<file path="config.mk">
export PLATFORM = sky130hd
export DESIGN_NAME = box_slave
export DESIGN_NICKNAME = d
export VERILOG_FILES = /design/src/rtl/box_slave_pkg.sv /design/src/rtl/box_slave_pack.sv /design/src/rtl/box_slave.sv
export SDC_FILE = /design/constraint.sdc
export NUM_CORES = 1
export LEC_CHECK = 0
export ABC_AREA = 1
export CAP_MARGIN = 20
export CORE_AREA = 2 2 294 296
export DETAILED_ROUTE_END_ITERATION = 10
export DIE_AREA = 0 0 296 298
export GPL_TIMING_DRIVEN = 0
export HOLD_SLACK_MARGIN = 0.12
export PLACE_DENSITY = 0.64
export SLEW_MARGIN = 10
export SYNTH_ARGS = -nofsm -noshare
export SYNTH_HDL_FRONTEND = slang
export SYNTH_SLANG_ARGS = --single-unit
</file>
<file path="constraint.sdc">
create_clock -name clk -period 27.1 [get_ports clk]
set_input_delay 5.42 -clock clk [delete_from_list [all_inputs] [get_ports clk]]
set_output_delay 5.42 -clock clk [all_outputs]
set_load 0.05 [all_outputs]
</file>
<file path="src/rtl/box_slave_pkg.sv">
// Shared types for the box_master -> box_slave write link: header and
// reassembled-burst layouts, B response codes and the responder FSM encoding.
package box_slave_pkg;

    localparam int DATA_W      = 32;               // bits per W beat
    localparam int LEN_W       = 4;                // awlen / beat counter width
    localparam int ID_W        = 4;                // awid / wid / bid width
    localparam int STRB_W      = DATA_W / 8;       // byte strobes per beat
    localparam int MAX_BEATS   = 2 ** LEN_W;       // longest burst
    localparam int SLOT_DATA_W = MAX_BEATS * DATA_W;
    localparam int SLOT_STRB_W = MAX_BEATS * STRB_W;

    localparam logic [1:0] RESP_OKAY   = 2'b00;
    localparam logic [1:0] RESP_SLVERR = 2'b10;

    // AW header as launched by box_master
    typedef struct packed {
        logic [ID_W-1:0]  awid;
        logic [31:0]      awaddr;
        logic [LEN_W-1:0] awlen;
        logic [2:0]       awsize;
        logic [1:0]       awburst;
        logic [3:0]       awuser;
        logic [7:0]       other;
    } aw_hdr_t;

    // Whole burst: header plus every beat packed low slice first
    typedef struct packed {
        aw_hdr_t                hdr;
        logic [SLOT_DATA_W-1:0] data;
        logic [SLOT_STRB_W-1:0] strb;
    } burst_slot;

    typedef enum logic [1:0] {
        ST_IDLE = 2'd0,
        ST_DATA = 2'd1,
        ST_OUT  = 2'd2,
        ST_RESP = 2'd3
    } state_t;

    // B response for a burst given its sticky error flag
    function automatic logic [1:0] resp_code(input logic err);
        return err ? RESP_SLVERR : RESP_OKAY;
    endfunction

endpackage

</file>
<file path="src/rtl/box_slave_pack.sv">
// Beat counter and slot storage. Each accepted beat lands in the slice
// selected by the beat counter; a header capture zero-fills every slice
// not written in that same cycle so short bursts leave no stale data.
module box_slave_pack
    import box_slave_pkg::*;
#(
    parameter int PDATA_WIDTH   = DATA_W,
    parameter int PLENGTH_WIDTH = LEN_W
) (
    input  logic                                         clk,
    input  logic                                         rst,
    input  logic                                         clear,
    input  logic                                         beat_en,
    input  logic                                         final_beat,
    input  logic [PDATA_WIDTH-1:0]                       wdata,
    input  logic [PDATA_WIDTH/8-1:0]                     wstrb,
    output logic [PLENGTH_WIDTH-1:0]                     beat_cnt,
    output logic [(2**PLENGTH_WIDTH)*PDATA_WIDTH-1:0]    data,
    output logic [(2**PLENGTH_WIDTH)*(PDATA_WIDTH/8)-1:0] strb
);

    localparam int NSLICE = 2 ** PLENGTH_WIDTH;
    localparam int SW     = PDATA_WIDTH / 8;

    logic [PLENGTH_WIDTH-1:0] wr_idx;
    logic [NSLICE-1:0]        slice_we;

    // Beat 0 can arrive with the header, before the counter is rewound,
    // so a capture always writes slice 0.
    always_comb begin
        wr_idx = beat_cnt;
        if (clear) begin
            wr_idx = '0;
        end
    end

    // One-hot write enable for the addressed slice
    always_comb begin
        slice_we = '0;
        if (beat_en) begin
            slice_we[wr_idx] = 1'b1;
        end
    end

    // Beat counter: restarts on capture, wraps to 0 after the final beat
    always_ff @(posedge clk or posedge rst) begin
        if (rst) begin
            beat_cnt <= '0;
        end else if (clear) begin
            beat_cnt <= (beat_en && !final_beat) ? PLENGTH_WIDTH'(1) : '0;
        end else if (beat_en) begin
            beat_cnt <= final_beat ? '0 : beat_cnt + 1'b1;
        end
    end

    // Slice storage: write the addressed slice, zero the rest on capture
    always_ff @(posedge clk or posedge rst) begin
        if (rst) begin
            data <= '0;
            strb <= '0;
        end else begin
            for (int i = 0; i < NSLICE; i++) begin
                if (slice_we[i]) begin
                    data[i*PDATA_WIDTH +: PDATA_WIDTH] <= wdata;
                    strb[i*SW +: SW]                   <= wstrb;
                end else if (clear) begin
                    data[i*PDATA_WIDTH +: PDATA_WIDTH] <= '0;
                    strb[i*SW +: SW]                   <= '0;
                end
            end
        end
    end

endmodule

</file>
<file path="src/rtl/box_slave.sv">
// AXI write responder terminating the box_master link. Takes one AW header
// and its W beats, reassembles them into a burst_slot, hands the slot
// downstream, then answers with a single B response. One burst in flight.
//
// Handshakes: every channel transfers on a cycle where valid && ready are
// both high at the rising clock edge. A raised valid (out_valid, bvalid)
// stays high with its payload unchanged until that transfer happens, and
// valid never depends on ready.
module box_slave
    import box_slave_pkg::*;
#(
    parameter int PDATA_WIDTH   = DATA_W,
    parameter int PLENGTH_WIDTH = LEN_W,
    parameter int ID_WIDTH      = ID_W
) (
    input  logic                     clk,
    input  logic                     rst,
    input  logic                     awvalid,
    output logic                     awready,
    input  aw_hdr_t                  aw_hdr,
    input  logic                     wvalid,
    output logic                     wready,
    input  logic [ID_WIDTH-1:0]      wid,
    input  logic [PDATA_WIDTH-1:0]   wdata,
    input  logic [PDATA_WIDTH/8-1:0] wstrb,
    input  logic                     wlast,
    output logic                     bvalid,
    input  logic                     bready,
    output logic [ID_WIDTH-1:0]      bid,
    output logic [1:0]               bresp,
    output logic                     out_valid,
    input  logic                     out_ready,
    output burst_slot                out_slot,
    output logic                     proto_err
);

    // FSM state is kept in one named enum register for observation
    state_t                   state;
    state_t                   state_nxt;
    aw_hdr_t                  hdr_r;
    logic                     err_r;

    logic                     capture;
    logic                     beat_take;
    logic                     final_beat;
    logic                     viol;
    logic [ID_WIDTH-1:0]      cur_id;
    logic [PLENGTH_WIDTH-1:0] cur_len;
    logic [PLENGTH_WIDTH-1:0] beat_cnt;
    logic [SLOT_DATA_W-1:0]   slot_data;
    logic [SLOT_STRB_W-1:0]   slot_strb;

    // State register
    always_ff @(posedge clk or posedge rst) begin
        if (rst) begin
            state <= ST_IDLE;
        end else begin
            state <= state_nxt;
        end
    end

    // Next state and channel handshake outputs
    always_comb begin
        state_nxt = state;
        awready   = 1'b0;
        wready    = 1'b0;
        out_valid = 1'b0;
        bvalid    = 1'b0;
        capture   = 1'b0;
        case (state)
            ST_IDLE: begin
                // Beat 0 rides along with the header
                awready = 1'b1;
                wready  = awvalid;
                if (awvalid) begin
                    capture   = 1'b1;
                    state_nxt = (wvalid && (aw_hdr.awlen == '0)) ? ST_OUT : ST_DATA;
                end
            end
            ST_DATA: begin
                wready = 1'b1;
                if (wvalid && final_beat) begin
                    state_nxt = ST_OUT;
                end
            end
            ST_OUT: begin
                out_valid = 1'b1;
                if (out_ready) begin
                    state_nxt = ST_RESP;
                end
            end
            ST_RESP: begin
                bvalid = 1'b1;
                if (bready) begin
                    state_nxt = ST_IDLE;
                end
            end
            default: begin
                state_nxt = ST_IDLE;
            end
        endcase
    end

    // Beat context and protocol checks. In IDLE the header is still on the
    // input bus, afterwards it comes from the captured copy. Completion is
    // counted from awlen; wlast is only checked, never trusted.
    always_comb begin
        cur_id  = hdr_r.awid;
        cur_len = hdr_r.awlen;
        if (state == ST_IDLE) begin
            cur_id  = aw_hdr.awid;
            cur_len = aw_hdr.awlen;
        end
        beat_take  = wvalid && wready;
        final_beat = (state == ST_IDLE) ? (cur_len == '0) : (beat_cnt == cur_len);
        viol       = beat_take &&
                     ((wid != cur_id) ||
                      (wlast && !final_beat) ||
                      (!wlast && final_beat && (cur_len != '0)));
    end

    // Header capture
    always_ff @(posedge clk or posedge rst) begin
        if (rst) begin
            hdr_r <= '0;
        end else if (capture) begin
            hdr_r <= aw_hdr;
        end
    end

    // Sticky burst error, released once the B response has been taken
    always_ff @(posedge clk or posedge rst) begin
        if (rst) begin
            err_r <= 1'b0;
        end else if ((state == ST_RESP) && bready) begin
            err_r <= 1'b0;
        end else if (viol) begin
            err_r <= 1'b1;
        end
    end

    box_slave_pack #(
        .PDATA_WIDTH   (PDATA_WIDTH),
        .PLENGTH_WIDTH (PLENGTH_WIDTH)
    ) u_pack (
        .clk        (clk),
        .rst        (rst),
        .clear      (capture),
        .beat_en    (beat_take),
        .final_beat (final_beat),
        .wdata      (wdata),
        .wstrb      (wstrb),
        .beat_cnt   (beat_cnt),
        .data       (slot_data),
        .strb       (slot_strb)
    );

    // Slot, B payload and error pulse
    always_comb begin
        out_slot      = '0;
        out_slot.hdr  = hdr_r;
        out_slot.data = slot_data;
        out_slot.strb = slot_strb;
        bid           = hdr_r.awid;
        bresp         = bvalid ? resp_code(err_r) : RESP_OKAY;
        proto_err     = viol;
    end

endmodule
</file>
* Word-level counts from Yosys, hierarchy flattened
Index checks and enable logic that the tools add are counted.
Storage, ports and cells: register bits after elaboration 640, input bits 104, output and inout port bits 644, logic and storage cells 152
Cells by class: add/subtract/negate cells 1, $lt $le $gt $ge 2, equal/unequal tests 9, muxes and demuxes 61, reductions and logical operators 37
Operator list (count):
- 2-to-1 mux 32 bit | 17
- 2-to-1 mux 4 bit | 23
- nonzero test 2 bit | 18
- 2-to-1 mux 16 bit | 1
- 2-to-1 mux 2 bit | 7
- logical AND 1 bit | 10
- 2-to-1 mux 1 bit | 10
- zero test 4 bit | 2
- inequality test 2 bit (second input constant) | 4
- case mux 2 bit (4 select lines) | 1
- less-than comparator 4 x 5 -> 1 bit (second input constant) | 1
- adder 4 x 1 -> 4 bit (second input constant) | 1
- demux 1 bit (select 4 bit) | 1
- == test 2 bit (second input constant) | 2
- == test 4 bit | 1
- greater-or-equal comparator 4 x 1 -> 1 bit (second input constant) | 1
- inequality test 4 bit | 1
- AND reduction 4 bit | 1
- nonzero test 4 bit | 1
- == test 2 x 1 -> 1 bit (second input constant) | 1
- zero test 1 bit | 2
- zero test 2 bit | 1
- logical OR 1 bit | 2
- case mux 1 bit (2 select lines) | 1

* Longest topological paths before layout
Gate-level depths: netlist of the first run.
word-level depth 11, mapped depth 17, gate-level depth less buffers 15

* By module
From an unflattened synthesis of the first run, not the netlist that was laid out.
Second synthesis, totals: cells, all modules 2837, area, all modules 25579.5 sq um
Modules (own cells, without submodules):
- box_slave_pack | instances 1, cells an instance 2479, area each 22758.1 sq um, seq. area each 14513.9 sq um
- box_slave | instances 1, cells an instance 358, area each 2821.5 sq um, seq. area each 1501.4 sq um

* Worst setup path after synthesis of the first run
OpenSTA, ideal clock, no wires.
kind input to output, from input awvalid, to output proto_err, arrival 6.590 ns, data required time 21.680 ns, setup slack 15.090 ns, stages 7, path through nand2_8 > inv_4 > or2_4 > nand2_8 > inv_4 > nand4_1 > nand2_1
On the way: longest elaborated chain between the ends 3
Ends and longest elaborated chain:
- from (decl) | RTL line box_slave.sv:18 | input logic awvalid,
- case mux 1 bit (2 select lines) | RTL line box_slave.sv:70 | case (state)
- named net wready | RTL line box_slave.sv:22 | output logic wready,
- logical AND 1 bit | RTL line box_slave.sv:114 | beat_take = wvalid && wready;
- logical AND 1 bit | RTL line box_slave.sv:116 | viol = beat_take &&
- to (decl) | RTL line box_slave.sv:34 | output logic proto_err
The timed path passes the listed nets, and every way through them passes these cells.

* Final worst setup path of the first run
from input awvalid, to output proto_err
On the way: longest elaborated chain between the ends 3
Ends and longest elaborated chain (RTL line):
- case mux 1 bit (2 select lines) | box_slave.sv:70
- logical AND 1 bit | box_slave.sv:114
- logical AND 1 bit | box_slave.sv:116
No other way between the ends.

==> reports/metrics.csv, run 1 <==
metric,value,unit
run status,"finished, final reports clean",
global-route wire length before repair,167800,um
chip width,296,um
Power Density,94.14,mW/mm^2
unrepaired setup endpoints after global routing,no,
Setup Buffers After CTS,0,
Synth Register Bits,640,
worst clock skew,33.89,ps
Cell Count Post-Placement,4318,
worst rel slew slack,21.33,%
dpl ws,13770,ps
Post-Layout Cell Count,4456,
fmax,75.35,MHz
largest net degree at the start of global routing,116,
core area,0.08488,sq mm
VDD IR max,0.06518,mV
Final period util,48.98,%
die footprint,0.08821,sq mm
Die H,298,um
maximum fanout along the worst path,10,
# nets final,3360,
drt drc,0,
worst-skew pair later-pin latency,640,ps
"top cells by area, synth","dfrtp_1 65%, nand3_1 12%, o21ai_1 7.5%, o21ai_0 4.5%, nand2_1 3.5%",
Post-Syn Area per Cell,10.24,sq um
Root Driver,clkbuf_16,
Multi-input gate area,0.007326,sq mm
Total Power,0.003435,W
clock period minus worst slack,13270,ps
Final WS setup,13830,ps
Pre-Repair DR Iteration Count,5,
Total Neg Setup Slack,0,ps
PortBufs,746,
fillcell total,8232,
adder-cell share of the synthesized area,0.2541,%
post-synthesis cell count,2404,
final WL,120400,um
# resized after CTS,0,
CTS max path bufs,3,
register area,0.01602,sq mm
DP HPWL,88990,um
leak pwr,15.77,nW
"Warnings, synthesis",0,
Slew Limit Fails,0,
initial DRC count,2138,
GR Util All Layers,26.65,%
CTS tree,built,
Syn Nets,2513,
Synth cell types,34,
Congestion Overflow GR,0,
Hold Crit Class,register to register,
post-synthesis simple-gate area fraction,17.35,%
"Seq/Total Area, Yosys",65.06,%
Initial Util,29.00,%
CTS Hold Bufs,0,
Worst Setup Path Type,primary input to output pin,
antenna violations before repair,7,
number of global-route vias before repair,22400,
Synth top area share,65.06,%
GP Congestion,0.8751,
Critical Path Start Type,primary input,
Num Clock Sinks,640,
WL/cell,27.02,um
Via Count,22900,
Final Hold Fails,0,
final setup violation count,0,
Synth-to-Final Area Change,48.22,%
post-synthesis compound-gate area fraction,12.07,%
Critical Path RT,21680,ps
WP data arrival,7850,ps
Post-Synth XOR/XNOR Area,0.07116,%
max-cap violation count,0,
Num CTS Buffers,72,
H-tree depth,3,
layout cell share with drive strength beyond 1,8.167,%
io pins,748,
slew at the pin with the worst max-slew slack,1180,ps
leading area contributor after synthesis,dfrtp_1,
num rows,107,
"Clk pin slew, worst setup/hold paths",50,ps
post-synthesis cell area,0.02462,sq mm
Finished Core Util,42.98,%
Avg Vias per Cell,5.140,
mux share of post-synthesis cell area,0,%
largest family of logic cells by synthesized area,simple AND/OR/NAND/NOR gates,
Antenna Nets Post-Route,0,
CP endpoint kind,output pin,
-- metrics by stage --
stage,hold slack (ps),instance area [sq um]
after floorplan,490.1,24620
after global placement,462.4,33510
after detailed placement,464.1,33920
after CTS,480.3,36430
after global routing,494.0,36470
final,475.8,36490
-- sequential cells by signal, summed over array words and instances, names as in the netlist --
| register | cells |
|---|---|
| bid | 4 |
| err_r | 1 |
| out_slot | 53 |
| state | 2 |
| u_pack.beat_cnt | 4 |
| u_pack.data | 512 |
| u_pack.strb | 64 |
-- critical path, cell delays in order --
cell and delay, ps:
clkdlybuf4s50_1 610, nand2_8 150, inv_4 170, or2_4 170
nand2_8 90, inv_4 170, nand4_1 150, nand2_1 100
clkdlybuf4s50_1 810
-- cell usage in the layout, fill, tap and decap left out, types with 3 or more instances in the layout --
cell type and count:
nand4_4 3, nand3_2 9, o21ai_0 220, buf_6 14
inv_1 61, dfrtp_1 640, clkinv_8 3, nor2_1 8
nor2_8 4, clkinv_2 7, clkbuf_8 13, nor2_4 4
clkbuf_1 105, buf_1 48, ha_1 5, buf_8 9
nand2_2 4, buf_16 6, o21ai_1 367, buf_2 91
diode_2 6, nand3_1 594, buf_4 5, nand2_1 230
bufinv_16 8, clkdlybuf4s50_1 746, clkbuf_16 73
-- layer usage --
layer / track usage [%] / vias up / routed length [um]
li1: - / 10000 / -
met3: 6.595 / 226 / 9699
met4: 10.33 / 0 / 4724
met1: 34.07 / 11630 / 48990
met5: 0 / - / 0
met2: 43.31 / 1043 / 56980
-- where the power goes --
part	internal (W)	switching (W)	total (W)	leakage, nW
logic	0.000338	0.000894	0.00123	5.75
clock network	0.000615	0.000427	0.00104	1.22
registers	0.00108	0.0000814	0.00116	8.80
-- path summary, 6_finish.rpt --
path                                    start          endpoint  slack, ps  depth (start not counted)
worst max-delay path                  awvalid         proto_err      13830                          9
worst min-delay path            out_slot[623]     out_slot[623]        480                          2
worst max register to register       state[0]   u_pack.data[98]      24040                         11
worst min register to register  out_slot[623]     out_slot[623]        480                          2
max in group asynchronous                 rst  u_pack.data[125]      20050                          5
min in group asynchronous                 rst     out_slot[624]       5200                          2
-- synthesized netlist by cell type (all sizes together) --
master    n
o22ai     1
a21o      1
o21a      1
a21oi     1
nand3   604
conb      1
xnor2     1
nor2     17
nand4     5
clkbuf   87
ha        5
dfrtp   640
buf     146
or2       1
xor2      1
inv      66
o21ai   587
o31ai     1
nand3b    2
nand2   236
-- area by class of cell --
cell class	instances	area share, %
Buffer	233	2.802
Timing Repair Buffer	773	21.66
Antenna cell	6	0.04115
Multi-Input combinational cell	1465	20.08
Sequential cell	640	43.90
Clock inverter	25	1.204
Clock buffer	104	5.682
Tap cell	1144	3.923
Inverter	66	0.7133
-- cell families after synthesis --
logic type,Yosys count
compound gates,592
fa+ha+maj,5
xor+xnor,2
other cells,1
simple gates,865
buf+inv,299
flops,640
(Power assumes the default switching activity.)
==> run 2: changes to the inputs <==
Settings changed: CORE_AREA 2 2 294 296 to 2 2 289 291, DIE_AREA 0 0 296 298 to 0 0 291 293, PLACE_DENSITY 0.64 to 0.67.
Clock period 27.1 ns to 11.15 ns, I/O delays scaled along.
==> run 2 against run 1 <==
Global-route usage rose by 0.71 points. Sequential share of layout area rose by 0.12 points. Non-clock buffer count rose by 5. Total power rose by 140%. Clock power rose by 130%. Cell count fell by 1.7%. Critical path depth did not move. Design area fell by 0.28%. Core utilization rose by 1.5 points. First-iteration DRC count fell by 21%. Clock skew fell by 6.7 ps. Worst hold slack improved by 0.75 ps. Critical path type unchanged. Largest power group unchanged.
==> reports/metrics.csv, run 2 (synthesized netlist as in run 1, its figures left out) <==
metric,value,unit,change
run status,"finished, final reports clean",,
num rows,105,,-1.9%
io pins,748,,unchanged
CTS tree,built,,
clock period minus worst slack,6910,ps,
fillcell total,7794,,-5.3%
Critical Path RT,8920,ps,-12760 ps
DP HPWL,88560,um,-0.47%
VDD IR max,0.1323,mV,+100%
Setup Buffers After CTS,0,,unchanged
Synth-to-Final Area Change,47.80,%,
Slew Limit Fails,0,,unchanged
Final period util,61.97,%,
number of global-route vias before repair,22530,,+0.57%
GR Util All Layers,27.36,%,+0.71 points
drt drc,0,,unchanged
"Most flops, register",u_pack.data,,
critical path cell sequence,clkdlybuf4s50_1 -> nand2_8 -> inv_4 -> or2_4 -> nand2_8 -> inv_4 -> nand4_1 -> nand2_1 -> clkdlybuf4s50_1,,
largest net degree at the start of global routing,39,,-66%
GP Congestion,0.8848,,+1.1%
antenna violations before repair,7,,unchanged
max-cap violation count,0,,unchanged
WL/cell,27.34,um,+1.2%
Root Driver,clkbuf_16,,
hold_ws,476.6,ps,+0.7490 ps
core area,0.08185,sq mm,-3.6%
fmax,144.7,MHz,
Critical Path Start Type,primary input,,
initial DRC count,1697,,-21%
Antenna Nets Post-Route,0,,unchanged
worst clock skew,27.18,ps,-6.702 ps
max FFs per register,512,,unchanged
CP endpoint kind,output pin,,
leak pwr,15.79,nW,+0.11%
# nets final,3366,,+0.18%
Num CTS Buffers,73,,+1.4%
final setup violation count,0,,unchanged
final WL,119800,um,-0.49%
dpl ws,4192,ps,-9575 ps
most frequent cells in the layout,"746 x clkdlybuf4s50_1, 640 x dfrtp_1, 594 x nand3_1",,
"commonest non-fill, non-tap cell in the layout",clkdlybuf4s50_1,,
Initial Util,30.08,%,+1.1 points
Num Clock Sinks,640,,unchanged
global-route wire length before repair,168100,um,+0.19%
die footprint,0.08526,sq mm,-3.3%
PortBufs,746,,unchanged
slew at the pin with the worst max-slew slack,1229,ps,+49.09 ps
"slowest stage delay, CP",820,ps,about the same
maximum fanout along the worst path,10,,unchanged
worst rel slew slack,18.06,%,-3.3 points
# resized after CTS,0,,unchanged
layout cell share with drive strength beyond 1,8.547,%,+0.38 points
Total Neg Setup Slack,0,ps,unchanged
Power Density,226.1,mW/mm^2,+140%
Pre-Repair DR Iteration Count,5,,unchanged
Via Count,23220,,+1.4%
Avg Vias per Cell,5.298,,+3.1%
CTS Hold Bufs,0,,unchanged
worst-skew pair later-pin latency,630,ps,about the same
Worst path slowest cell,clkdlybuf4s50_1,,
Die H,293,um,-1.7%
CTS max path bufs,3,,unchanged
Worst Setup Path Type,primary input to output pin,,
unrepaired setup endpoints after global routing,no,,
H-tree depth,3,,unchanged
Final WS setup,4240,ps,-9588 ps
Congestion Overflow GR,0,,unchanged
Hold Crit Class,register to register,,
"Clk pin slew, worst setup/hold paths",50,ps,about the same
Final Hold Fails,0,,unchanged
WP data arrival,4680,ps,-3170 ps
Total Power,0.008227,W,+140%
chip width,291,um,-1.7%
run 2: cell types whose count changed in the layout (fill, tap and decap cells not counted), sizes merged:
cell / before / now
diode: 6 / 1
clkinvlp: 2 / 4
buf: 173 / 178
clkinv: 13 / 11
inv: 68 / 72
clkbuf: 191 / 194
bufinv: 8 / 1
run 2: final cells by class:
class	instances	area [sq um]	share of cell area (%)
Antenna cell	1	2.502	0.006878
Tap cell	1070	1339	3.680
Sequential cell	640	16020	44.02
Clock buffer	107	2156	5.925
Clock inverter	22	206.4	0.5674
Buffer	233	1028	2.827
Multi-Input combinational cell	1465	7326	20.14
Inverter	66	256.5	0.7050
Timing Repair Buffer	778	8053	22.13
run 2: worst paths after layout:
kind                       cells after the start          endpoint     startpoint  slack [ps]
max in group asynchronous                     10  u_pack.data[237]            rst        6970
hold / removal                                 2     out_slot[620]  out_slot[620]         480
min in group asynchronous                      2  u_pack.data[434]            rst        2000
setup / recovery                               9         proto_err        awvalid        4240
hold reg to reg                                2     out_slot[620]  out_slot[620]         480
setup reg to reg                              13  u_pack.data[195]       state[0]        8270
run 2: per-layer routing:
metal,vias up,wire (um),part of all wire [%],GRT usage (%)
met5,-,12,0.010,0
met4,2,5049,4.2,10.68
met3,249,11910,9.9,8.389
met2,1199,56240,47,44.67
met1,11750,46600,39,33.96
li1,10020,-,-,-
run 2: where the power goes:
| part | total (W) | switching, W | internal [W] |
|---|---|---|---|
| registers | 0.00281 | 0.000191 | 0.00262 |
| logic | 0.00301 | 0.00219 | 0.000824 |
| clock network | 0.00240 | 0.00103 | 0.00138 |
| total | 0.00823 | 0.00341 | 0.00482 |
run 2: worst max-delay path, delay by kind of cell:
family	cells	cell delay (ps)
buf+inv	4	1770
simple gates	5	680
run 2: per-stage QoR:
stage / cells / util, % / area (sq um)
after CTS: 4381 / 44.45 / 36380
after global placement: 4220 / 40.84 / 33430
after floorplan: 2404 / - / 24620
after detailed placement: 4252 / 41.56 / 34020
after global routing: 4381 / 44.45 / 36380
final: 4382 / 44.45 / 36380
